`src/rtl/sat_fifo_pkg.sv`:
```
// Shared constants for the clause/literal FIFO tree.
// Default geometry and output-mode encodings for fifo_buffer_v3.
package sat_fifo_pkg;

    localparam int FIFO_DW_DEF = 36;
    localparam int FIFO_AW_DEF = 5;

    localparam int FIFO_MODE_REG  = 0;
    localparam int FIFO_MODE_FWFT = 1;

    function automatic int fifo_depth(input int aw);
        return 1 << aw;
    endfunction

endpackage

```
`src/rtl/fifo_mem_2p.sv`:
```
// Simple dual-port storage array for fifo_buffer_v3.
// One synchronous write port, one asynchronous read port.
module fifo_mem_2p #(
    parameter int DATA_WIDTH = 36,
    parameter int ADDR_WIDTH = 5
) (
    input  logic                  clk,
    input  logic                  we,
    input  logic [ADDR_WIDTH-1:0] waddr,
    input  logic [DATA_WIDTH-1:0] wdata,
    input  logic [ADDR_WIDTH-1:0] raddr,
    output logic [DATA_WIDTH-1:0] rdata
);

    logic [DATA_WIDTH-1:0] mem [2**ADDR_WIDTH];

    // Store the incoming word; the array itself is never reset.
    always_ff @(posedge clk) begin
        if (we) begin
            mem[waddr] <= wdata;
        end
    end

    assign rdata = mem[raddr];

endmodule

```
`src/rtl/fifo_buffer_v3.sv`:
```
// Single-clock circular FIFO with full-depth usage, occupancy count,
// threshold flags, sticky error flags and registered or FWFT output.
module fifo_buffer_v3
    import sat_fifo_pkg::*;
#(
    parameter int DATA_WIDTH    = FIFO_DW_DEF,
    parameter int ADDR_WIDTH    = FIFO_AW_DEF,
    parameter int FWFT          = FIFO_MODE_REG,
    parameter int AFULL_THRESH  = (2**ADDR_WIDTH) - 4,
    parameter int AEMPTY_THRESH = 4
) (
    input  logic                  clk,
    input  logic                  reset,
    input  logic                  clear_i,
    input  logic [DATA_WIDTH-1:0] data_i,
    input  logic                  wren_i,
    input  logic                  rden_i,
    output logic [DATA_WIDTH-1:0] data_o,
    output logic                  valid_o,
    output logic                  empty_o,
    output logic                  full_o,
    output logic                  almost_full_o,
    output logic                  almost_empty_o,
    output logic [ADDR_WIDTH:0]   count_o,
    output logic                  overflow_o,
    output logic                  underflow_o
);

    localparam int DEPTH = fifo_depth(ADDR_WIDTH);
    localparam int CW    = ADDR_WIDTH + 1;
    localparam bit IS_FWFT = (FWFT == FIFO_MODE_FWFT);

    localparam logic [CW-1:0] DEPTH_C = CW'(DEPTH);
    localparam logic [CW-1:0] AF_C    = CW'(AFULL_THRESH);
    localparam logic [CW-1:0] AE_C    = CW'(AEMPTY_THRESH);

    if (AFULL_THRESH > DEPTH) begin : g_bad_afull
        $error("AFULL_THRESH exceeds FIFO depth");
    end
    if (AEMPTY_THRESH >= DEPTH) begin : g_bad_aempty
        $error("AEMPTY_THRESH must be below FIFO depth");
    end

    logic [ADDR_WIDTH-1:0] wr_ptr_q;
    logic [ADDR_WIDTH-1:0] rd_ptr_q;
    logic [ADDR_WIDTH-1:0] rd_ptr_n;
    logic [ADDR_WIDTH-1:0] mem_raddr;
    logic [CW-1:0]         count_q;
    logic [DATA_WIDTH-1:0] data_q;
    logic [DATA_WIDTH-1:0] mem_rdata;
    logic [DATA_WIDTH-1:0] head_d;
    logic                  valid_q;
    logic                  ovf_q;
    logic                  udf_q;
    logic                  rd_ok;
    logic                  wr_ok;
    logic                  last_left;

    // Status flags come straight from the count register.
    assign empty_o        = (count_q == '0);
    assign full_o         = (count_q == DEPTH_C);
    assign almost_full_o  = (count_q >= AF_C);
    assign almost_empty_o = (count_q <= AE_C);
    assign count_o        = count_q;
    assign overflow_o     = ovf_q;
    assign underflow_o    = udf_q;
    assign data_o         = data_q;
    assign valid_o        = IS_FWFT ? !empty_o : valid_q;

    // Accept decisions; a read frees a slot for a same-cycle write at full.
    always_comb begin
        rd_ok     = rden_i && (IS_FWFT ? valid_o : !empty_o);
        wr_ok     = wren_i && (!full_o || rd_ok);
        rd_ptr_n  = rd_ptr_q + ADDR_WIDTH'(rd_ok);
        last_left = (count_q == CW'(rd_ok));
        mem_raddr = IS_FWFT ? rd_ptr_n : rd_ptr_q;
        head_d    = last_left ? data_i : mem_rdata;
    end

    fifo_mem_2p #(
        .DATA_WIDTH (DATA_WIDTH),
        .ADDR_WIDTH (ADDR_WIDTH)
    ) u_mem (
        .clk   (clk),
        .we    (wr_ok),
        .waddr (wr_ptr_q),
        .wdata (data_i),
        .raddr (mem_raddr),
        .rdata (mem_rdata)
    );

    // Pointers and occupancy; simultaneous read+write leaves count unchanged.
    always_ff @(posedge clk or posedge reset) begin
        if (reset) begin
            wr_ptr_q <= '0;
            rd_ptr_q <= '0;
            count_q  <= '0;
        end else if (clear_i) begin
            wr_ptr_q <= '0;
            rd_ptr_q <= '0;
            count_q  <= '0;
        end else begin
            if (wr_ok) begin
                wr_ptr_q <= wr_ptr_q + 1'b1;
            end
            rd_ptr_q <= rd_ptr_n;
            count_q  <= count_q + CW'(wr_ok) - CW'(rd_ok);
        end
    end

    // Sticky error flags: dropped writes and ignored reads.
    always_ff @(posedge clk or posedge reset) begin
        if (reset) begin
            ovf_q <= 1'b0;
            udf_q <= 1'b0;
        end else if (clear_i) begin
            ovf_q <= 1'b0;
            udf_q <= 1'b0;
        end else begin
            if (wren_i && !wr_ok) begin
                ovf_q <= 1'b1;
            end
            if (rden_i && !rd_ok) begin
                udf_q <= 1'b1;
            end
        end
    end

    // Output word: popped word with a valid pulse, or the registered head.
    always_ff @(posedge clk or posedge reset) begin
        if (reset) begin
            data_q  <= '0;
            valid_q <= 1'b0;
        end else if (clear_i) begin
            data_q  <= '0;
            valid_q <= 1'b0;
        end else if (IS_FWFT) begin
            data_q  <= head_d;
            valid_q <= 1'b0;
        end else begin
            valid_q <= rd_ok;
            if (rd_ok) begin
                data_q <= mem_rdata;
            end
        end
    end

endmodule

```
`config.mk`:
```
export PLATFORM = sky130hd
export DESIGN_NAME = fifo_buffer_v3
export DESIGN_NICKNAME = d
export VERILOG_FILES = /design/src/rtl/sat_fifo_pkg.sv /design/src/rtl/fifo_mem_2p.sv /design/src/rtl/fifo_buffer_v3.sv
export SDC_FILE = /design/constraint.sdc
export NUM_CORES = 1
export LEC_CHECK = 0
export BUFFER_PORTS_ARGS = -buffer_cell sky130_fd_sc_hd__buf_2
export CORE_AREA = 4 4 294 296
export CTS_CLUSTER_SIZE = 14
export DETAILED_ROUTE_END_ITERATION = 12
export DIE_AREA = 0 0 298 300
export PLACE_DENSITY_LB_ADDON = 0.1
export SYNTH_ARGS = -nofsm -noshare
export SYNTH_HDL_FRONTEND = slang
export SYNTH_SLANG_ARGS = --single-unit
export TNS_END_PERCENT = 100
```
`constraint.sdc`:
```
create_clock -name clk -period 3.15 [get_ports clk]
set_input_delay 0.4725 -clock clk [delete_from_list [all_inputs] [get_ports clk]]
set_output_delay 0.4725 -clock clk [all_outputs]
set_load 0.05 [all_outputs]
```
==> results by group, run 1 <==
Floorplanning
  • Starting Density: 0.5591
  • IO Pins: 90
  • Die width: around 300 um
  • Die height: around 300 um
  • Std cell rows: about 110
  • Core footprint: around 0.084 mm^2
  • Full die area: slightly below 0.09 mm^2

Yosys
  • Register area share after synthesis: 0.7700
  • Mapped Nets: roughly 2300
  • Dominant synthesized flop cell: edfxtp_1
  • Synth top area cells: edfxtp_1 (74%), mux4_2 (13%), dfrtp_1 (2.9%)
  • Cells after Synth: between 2000 and 2500
  • Yosys top cell by area: edfxtp_1
  • Yosys warns: 0
  • Asr flop ratio synth: 0.04557
  • Synthesized flop and latch total: between 1000 and 1500
  • Mean Syn Cell Area: approximately 21 um^2
  • Synthesized area: between 0.04 and 0.05 mm^2
  • Share of the synthesized area in the top cell type: 0.7405
  • Post-synth EDFFs: between 1000 and 1500
  • Count of different cell masters after synthesis: 59

STA
  • Final setup viols: 0
  • WHS: roughly 0.10 ns
  • Final Critical Period: 2.949 ns
  • Worst-margin pin slew: 0.8207 ns
  • Slew HR: 0.4528
  • Final Hold Viols: 0
  • Slew Viols, Final: 0
  • Fmax: roughly 340 MHz
  • Setup Skew: 0.01850 ns
  • Final worst setup slack: just over 0.2 ns
  • Final worst path period share: 0.9361
  • RSZ-0062 raised after global routing: no

Power and ir drop
  • Pleak: 16.93 nW
  • Switch Pwr: ~11 mW
  • Internal power: between 20 and 30 mW
  • Clock Power Share: 0.346
  • Sw frac: 0.2701
  • Power Dens Cells: between 700 and 800 mW/mm^2
  • Combinational power share: 0.196
  • VDD IR max: 0.5324 mV
  • Reg power frac: 0.457

Place
  • Post-place setup slack: a little under 0.3 ns
  • Post-DP HPWL: ~68000 um
  • Number of port buffers: slightly below 90
  • Placed instance area: ~0.05 mm^2
  • Gp weighted congestion: between 0.8 and 0.9
  • Dpl cells: ~3400

Final layout
  • Share of post-route cells with drive strength above 1: 0.2862
  • Most frequent cells in the layout: edfxtp_1 (1152), mux4_2 (263), clkbuf_16 (123), buf_4 (96), buf_2 (89)
  • Most common cell after layout, fill and taps aside: edfxtp_1
  • Post-route cell area: between 0.05 and 0.06 mm^2
  • Fillcell total: ~5700
  • Finished Layout Cells: roughly 3600
  • Net count, final: roughly 2500
  • Area Growth Syn to Fin: 14.34%

Setup path
  • CP peak stage delay: ~0.40 ns
  • Startpoint types: register
  • Slowest CP cell: dfrtp_1
  • Most used cell, CP: inv_1
  • WP data arrival: approximately 2.5 ns
  • Endpoint class of the critical path: primary output
  • Crit-path cells: inv_1 -> ha_1 -> nand4bb_1 -> inv_1 -> buf_2
  • Worst path bufs/invs: 3
  • WS Path Type: register to primary output
  • Worst EP required: around 2.7 ns
  • Worst-path fanout max: 5
  • Top delay family on crit path: buffers and inverters

GRT
  • Total GRT Usage: 0.2639
  • Grt total ovfl: 0
  • Global-route wire length before repair: about 170000 um
  • Initial antenna violation count: 3
  • Largest net degree at the start of global routing: 90
  • Vias in the first global route: 24050

Routing
  • Avg WL per Cell: 31.99 um
  • Initial DRT Pass Iterations: 5
  • ANT nets after route: 0
  • DRC Markers: 0
  • Initial DRC count: between 2000 and 3000
  • Post-DR vias/cell: 6.497
  • Drt total wl: roughly 120000 um
  • Vias: roughly 24000

Clock tree
  • Post-CTS setup buffer count: 0
  • Reg clk slew, reported paths: 0.06 ns
  • Gates resized, CTS repair: 0
  • Max clock buf depth: 3
  • Clk sinks: 1207
  • CTS Buf Count: 120
  • H-tree level count: 3
  • CTS tree: yes
  • Clock root buffer: clkbuf_16
  • Clk_lat worst skew: 0.67 ns
  • Hold_buf cts: 1

Status
  • Status: complete, no violations

Flow run
  • Max cap viols: 0

Hold path
  • Worst Hold Class: primary input to register
## worst paths after layout
kind	from	endpoint	slack, ns	cells past startpoint
setup reg to reg	count_o[4]$_DFF_PP0_	u_mem.mem[2][3]$_DFFE_PP_	0.23	8
hold reg to reg	overflow_o$_DFFE_PP0P_	overflow_o$_DFFE_PP0P_	0.50	2
min in group asynchronous	reset	data_o[17]$_DFFE_PP0P_	0.52	3
setup / recovery	count_o[4]$_DFF_PP0_	empty_o	0.20	5
max in group asynchronous	reset	data_o[21]$_DFFE_PP0P_	1.87	4
hold / removal	wren_i	overflow_o$_DFFE_PP0P_	0.10	3
## logic make-up after synthesis
logic type,synth area share
AO/OA/AOI/OAI,0.03401
XOR/XNOR,0.001875
adder cells (fa/ha/maj),0.004982
buffers and inverters,0.01497
flip-flops,0.7700
multiplexers,0.1512
AND/OR/NAND/NOR,0.02298
## worst reg2reg max path, stage by stage, from the launching register on
cell	delay (ns)
dfrtp_1	0.38
inv_1	0.11
ha_1	0.26
nand2b_1	0.20
a21boi_2	0.34
nand2_1	0.49
buf_4	0.33
nor2_4	0.20
buf_12	0.27
## metrics by stage
stage / setup TNS (ns) / power [mW] / utilization
global route: 0 / 41.91 / 0.6392
finish: 0 / 40.32 / 0.6393
global placement: 0 / 26.65 / 0.5926
floorplan: -341.16 / 24.18 / -
detailed placement: 0 / 26.73 / 0.5926
CTS: 0 / 40.62 / 0.6392
## cell type report
cell class	count	area, um^2	share of cell area
antenna	3	7.507	0.0001405
multi-input combinational	883	10310	0.1930
inverter	16	60.06	0.001124
clock inverter	77	645.6	0.01209
sequential	1207	35980	0.6737
tap	1080	1351	0.02530
clock buffer	150	3239	0.06065
timing repair buffer	218	1817	0.03401
## per-layer routing
| metal | global-route usage | part of all wire | up-vias |
|---|---|---|---|
| li1 | - | - | 9670 |
| met1 | 0.3943 | 0.42 | 12670 |
| met4 | 0.06718 | 0.023 | 2 |
| met2 | 0.4004 | 0.47 | 1104 |
| met3 | 0.06369 | 0.097 | 164 |
| met5 | 0 | 0.000060 | - |
## cell usage after synthesis, drive strengths merged (13+ instances only)
library cell / instances
nor2: 108
nor2b: 17
dfrtp: 55
nor3: 23
o22a: 21
clkbuf: 52
edfxtp: 1152
a211oi: 17
mux2: 40
inv: 15
mux4: 263
buf: 70
o22ai: 13
o2bb2ai: 22
o21ai: 55
mux2i: 69
ha: 17
a21oi: 65
nand2: 67
## flip-flops by register name, indices dropped and copies added (netlist names)
register / flops
u_mem.mem: 1152
wr_ptr_q: 5
valid_o: 1
underflow_o: 1
data_o: 36
mem_raddr: 5
overflow_o: 1
count_o: 6
## power by group through the flow
stage	combinational [mW]	sequential [mW]	clock [mW]
global placement	7.91	18.7	0
floorplan	4.88	19.3	0
detailed placement	7.97	18.8	0
global route	8.46	18.5	15.0
finish	7.92	18.4	14.0
CTS	8.00	18.4	14.2
Note: power is estimated with default switching activity, not from simulation.
==> run 2: changes to the inputs <==
- SETUP_SLACK_MARGIN: not set -> 0.5
==> run 2 against run 1 <==
Net effect: maximum frequency is 16% higher; combinational power is 2% higher; critical path depth unchanged; total power decreased by 0.20%; non-clock buffer count increased by 3; sequential power barely moved; clock skew up 0.0036 ns; design area is essentially flat; first-iteration DRC count decreased by 9.6%; critical endpoint is now data_o[31]$_DFFE_PP0P_; hold slack better by 0.034 ns.
==> results by group, run 2 (same netlist as run 1, synthesis figures left out) <==
Routing
  • Drt total wl: 114400 um (was 116300 um)
  • ANT nets after route: 0 (unchanged)
  • Vias: 23390 (was 23610)
  • Initial DRC count: 2598 (was 2873)
  • Post-DR vias/cell: 6.443 (was 6.497)
  • DRC Markers: 0 (unchanged)
  • Initial DRT Pass Iterations: 6 (was 5)
  • Avg WL per Cell: 31.51 um (was 31.99 um)

Floorplanning
  • Die height: 300 um (unchanged)
  • IO Pins: 90 (unchanged)
  • Die width: 298 um (unchanged)
  • Std cell rows: 106 (unchanged)
  • Core footprint: 0.08356 mm^2 (unchanged)
  • Full die area: 0.08940 mm^2 (unchanged)
  • Starting Density: 0.5591 (unchanged)

Place
  • Post-place setup slack: 0.4204 ns (was 0.2958 ns)
  • Placed instance area: 0.04952 mm^2 (was 0.04951 mm^2)
  • Dpl cells: 3401 (was 3403)
  • Gp weighted congestion: 0.8325 (was 0.8340)
  • Post-DP HPWL: 65070 um (was 67570 um)
  • Number of port buffers: 89 (unchanged)

STA
  • RSZ-0062 raised after global routing: no (unchanged)
  • WHS: 0.1344 ns (was 0.1002 ns)
  • Final Critical Period: 2.552 ns (was 2.949 ns)
  • Worst-margin pin slew: 0.9046 ns (was 0.8207 ns)
  • Final worst path period share: 0.8102 (was 0.9361)
  • Fmax: 391.8 MHz (was 339.1 MHz)
  • Slew Viols, Final: 0 (unchanged)
  • Final worst setup slack: 0.5978 ns (was 0.2014 ns)
  • Final Hold Viols: 0 (unchanged)
  • Setup Skew: 0.02210 ns (was 0.01850 ns)
  • Final setup viols: 0 (unchanged)
  • Setup TNS: 0 ns (unchanged)
  • Slew HR: 0.3970 (was 0.4528)

Flow run
  • Max cap viols: 0 (unchanged)

Power and ir drop
  • Power Dens Cells: 753.4 mW/mm^2 (was 754.8 mW/mm^2)
  • VDD IR max: 0.4628 mV (was 0.5324 mV)
  • Pleak: 16.92 nW (was 16.93 nW)
  • Pwr Total: 40.24 mW (was 40.32 mW)

GRT
  • Initial antenna violation count: 6 (was 3)
  • Global-route wire length before repair: 166900 um (was 169800 um)
  • Largest net degree at the start of global routing: 111 (was 90)
  • Grt total ovfl: 0 (unchanged)
  • Vias in the first global route: 23790 (was 24050)
  • Total GRT Usage: 0.2586 (was 0.2639)

Final layout
  • Most frequent cells in the layout: edfxtp_1 (1152), mux4_2 (263), clkbuf_16 (122), buf_4 (102), buf_2 (89) (was edfxtp_1 (1152), mux4_2 (263), clkbuf_16 (123), buf_4 (96), buf_2 (89))
  • Share of post-route cells with drive strength above 1: 0.2925 (was 0.2862)
  • Net count, final: 2506 (was 2505)
  • Most flop-heavy register: u_mem.mem (unchanged)
  • Final Util: 0.6392 (was 0.6393)
  • Finished Layout Cells: 3630 (was 3634)
  • Post-route cell area: 0.05341 mm^2 (about the same)
  • Area Growth Syn to Fin: 14.33% (was 14.34%)
  • Max reg flops: 1152 (unchanged)
  • Fillcell total: 5592 (was 5677)
  • Most common cell after layout, fill and taps aside: edfxtp_1 (unchanged)

Clock tree
  • Clock root buffer: clkbuf_16 (unchanged)
  • Clk_lat worst skew: 0.68 ns (was 0.67 ns)
  • CTS tree: yes (unchanged)
  • Max clock buf depth: 3 (unchanged)
  • Clk sinks: 1207 (unchanged)
  • H-tree level count: 3 (unchanged)
  • CTS Buf Count: 118 (was 120)
  • Reg clk slew, reported paths: 0.06 ns (about the same)

Setup path
  • Crit-path cells: buf_4 -> mux4_2 -> mux2i_1 -> o21ai_0 -> o22a_1 (was inv_1 -> ha_1 -> nand4bb_1 -> inv_1 -> buf_2)
  • Slowest CP cell: dfrtp_4 (was dfrtp_1)
  • WS Path Type: register to register (was register to primary output)
  • WP data arrival: 3.10 ns (was 2.48 ns)
  • Worst-path fanout max: 38 (was 5)
  • Startpoint types: register (unchanged)
  • Endpoint class of the critical path: register (was primary output)
  • CP peak stage delay: 0.74 ns (was 0.40 ns)
  • Worst EP required: 3.70 ns (was 2.68 ns)

Hold path
  • Worst Hold Class: primary input to register (unchanged)

Status
  • Status: complete, no violations (unchanged)
==> run 2: changes by cell type in the layout (fill, tap and decap cells not counted), sizes merged <==
cell / before / now
buf: 217 / 220
clkbuf: 150 / 159
clkinv: 60 / 50
inv: 20 / 17
clkinvlp: 3 / 1
bufinv: 10 / 9
==> run 2: report_power, final <==
group	total, mW	switching [mW]	internal [mW]
registers	18.5	0.428	18.0
clock network	13.7	5.78	7.93
logic	8.07	4.65	3.42
total	40.2	10.9	29.4
==> run 2: final timing paths <==
check | endpoint | start | depth (start not counted) | slack [ns]
max in group asynchronous | data_o[14]$_DFFE_PP0P_ | reset | 4 | 1.97
hold / removal | overflow_o$_DFFE_PP0P_ | wren_i | 3 | 0.13
min in group asynchronous | mem_raddr[0]$_DFF_PP0_ | reset | 3 | 0.39
setup / recovery | data_o[31]$_DFFE_PP0P_ | mem_raddr[1]$_DFF_PP0_ | 5 | 0.60
hold reg to reg | underflow_o$_DFFE_PP0P_ | underflow_o$_DFFE_PP0P_ | 2 | 0.49
setup reg to reg | data_o[31]$_DFFE_PP0P_ | mem_raddr[1]$_DFF_PP0_ | 5 | 0.60
==> run 2: per-layer routing <==
layer,track usage,up-vias,part of all wire
li1,-,9658,-
met1,0.3743,12460,0.40
met2,0.4022,1114,0.47
met3,0.07134,149,0.10
met4,0.05661,5,0.019
met5,0.007035,-,0.00089
==> run 2: repair_timing <==
action,CTS,global route
pin swaps,0,1
buffers inserted,4,1
hold buffers,1,0
setup endpoints to repair,6,27
resized for setup,1,4
hold endpoints to repair,15,0
==> run 2: worst max-delay path, delay by kind of cell, from the launching register on <==
family,cells,cell delay [ns]
buffers and inverters,1,0.59
muxes,2,0.70
DFF,1,0.74
AOI/OAI and AO/OA,2,0.34
==> run 2: layout make-up <==
cell class | count | area, um^2 | share of cell area
Sequential cell | 1207 | 35990 | 0.6739
Multi-Input combinational cell | 883 | 10410 | 0.1949
Clock buffer | 159 | 3242 | 0.06070
Timing Repair Buffer | 221 | 1802 | 0.03373
Tap cell | 1080 | 1351 | 0.02530
Clock inverter | 61 | 549.3 | 0.01028
Inverter | 16 | 60.06 | 0.001124
Antenna cell | 3 | 7.507 | 0.0001406
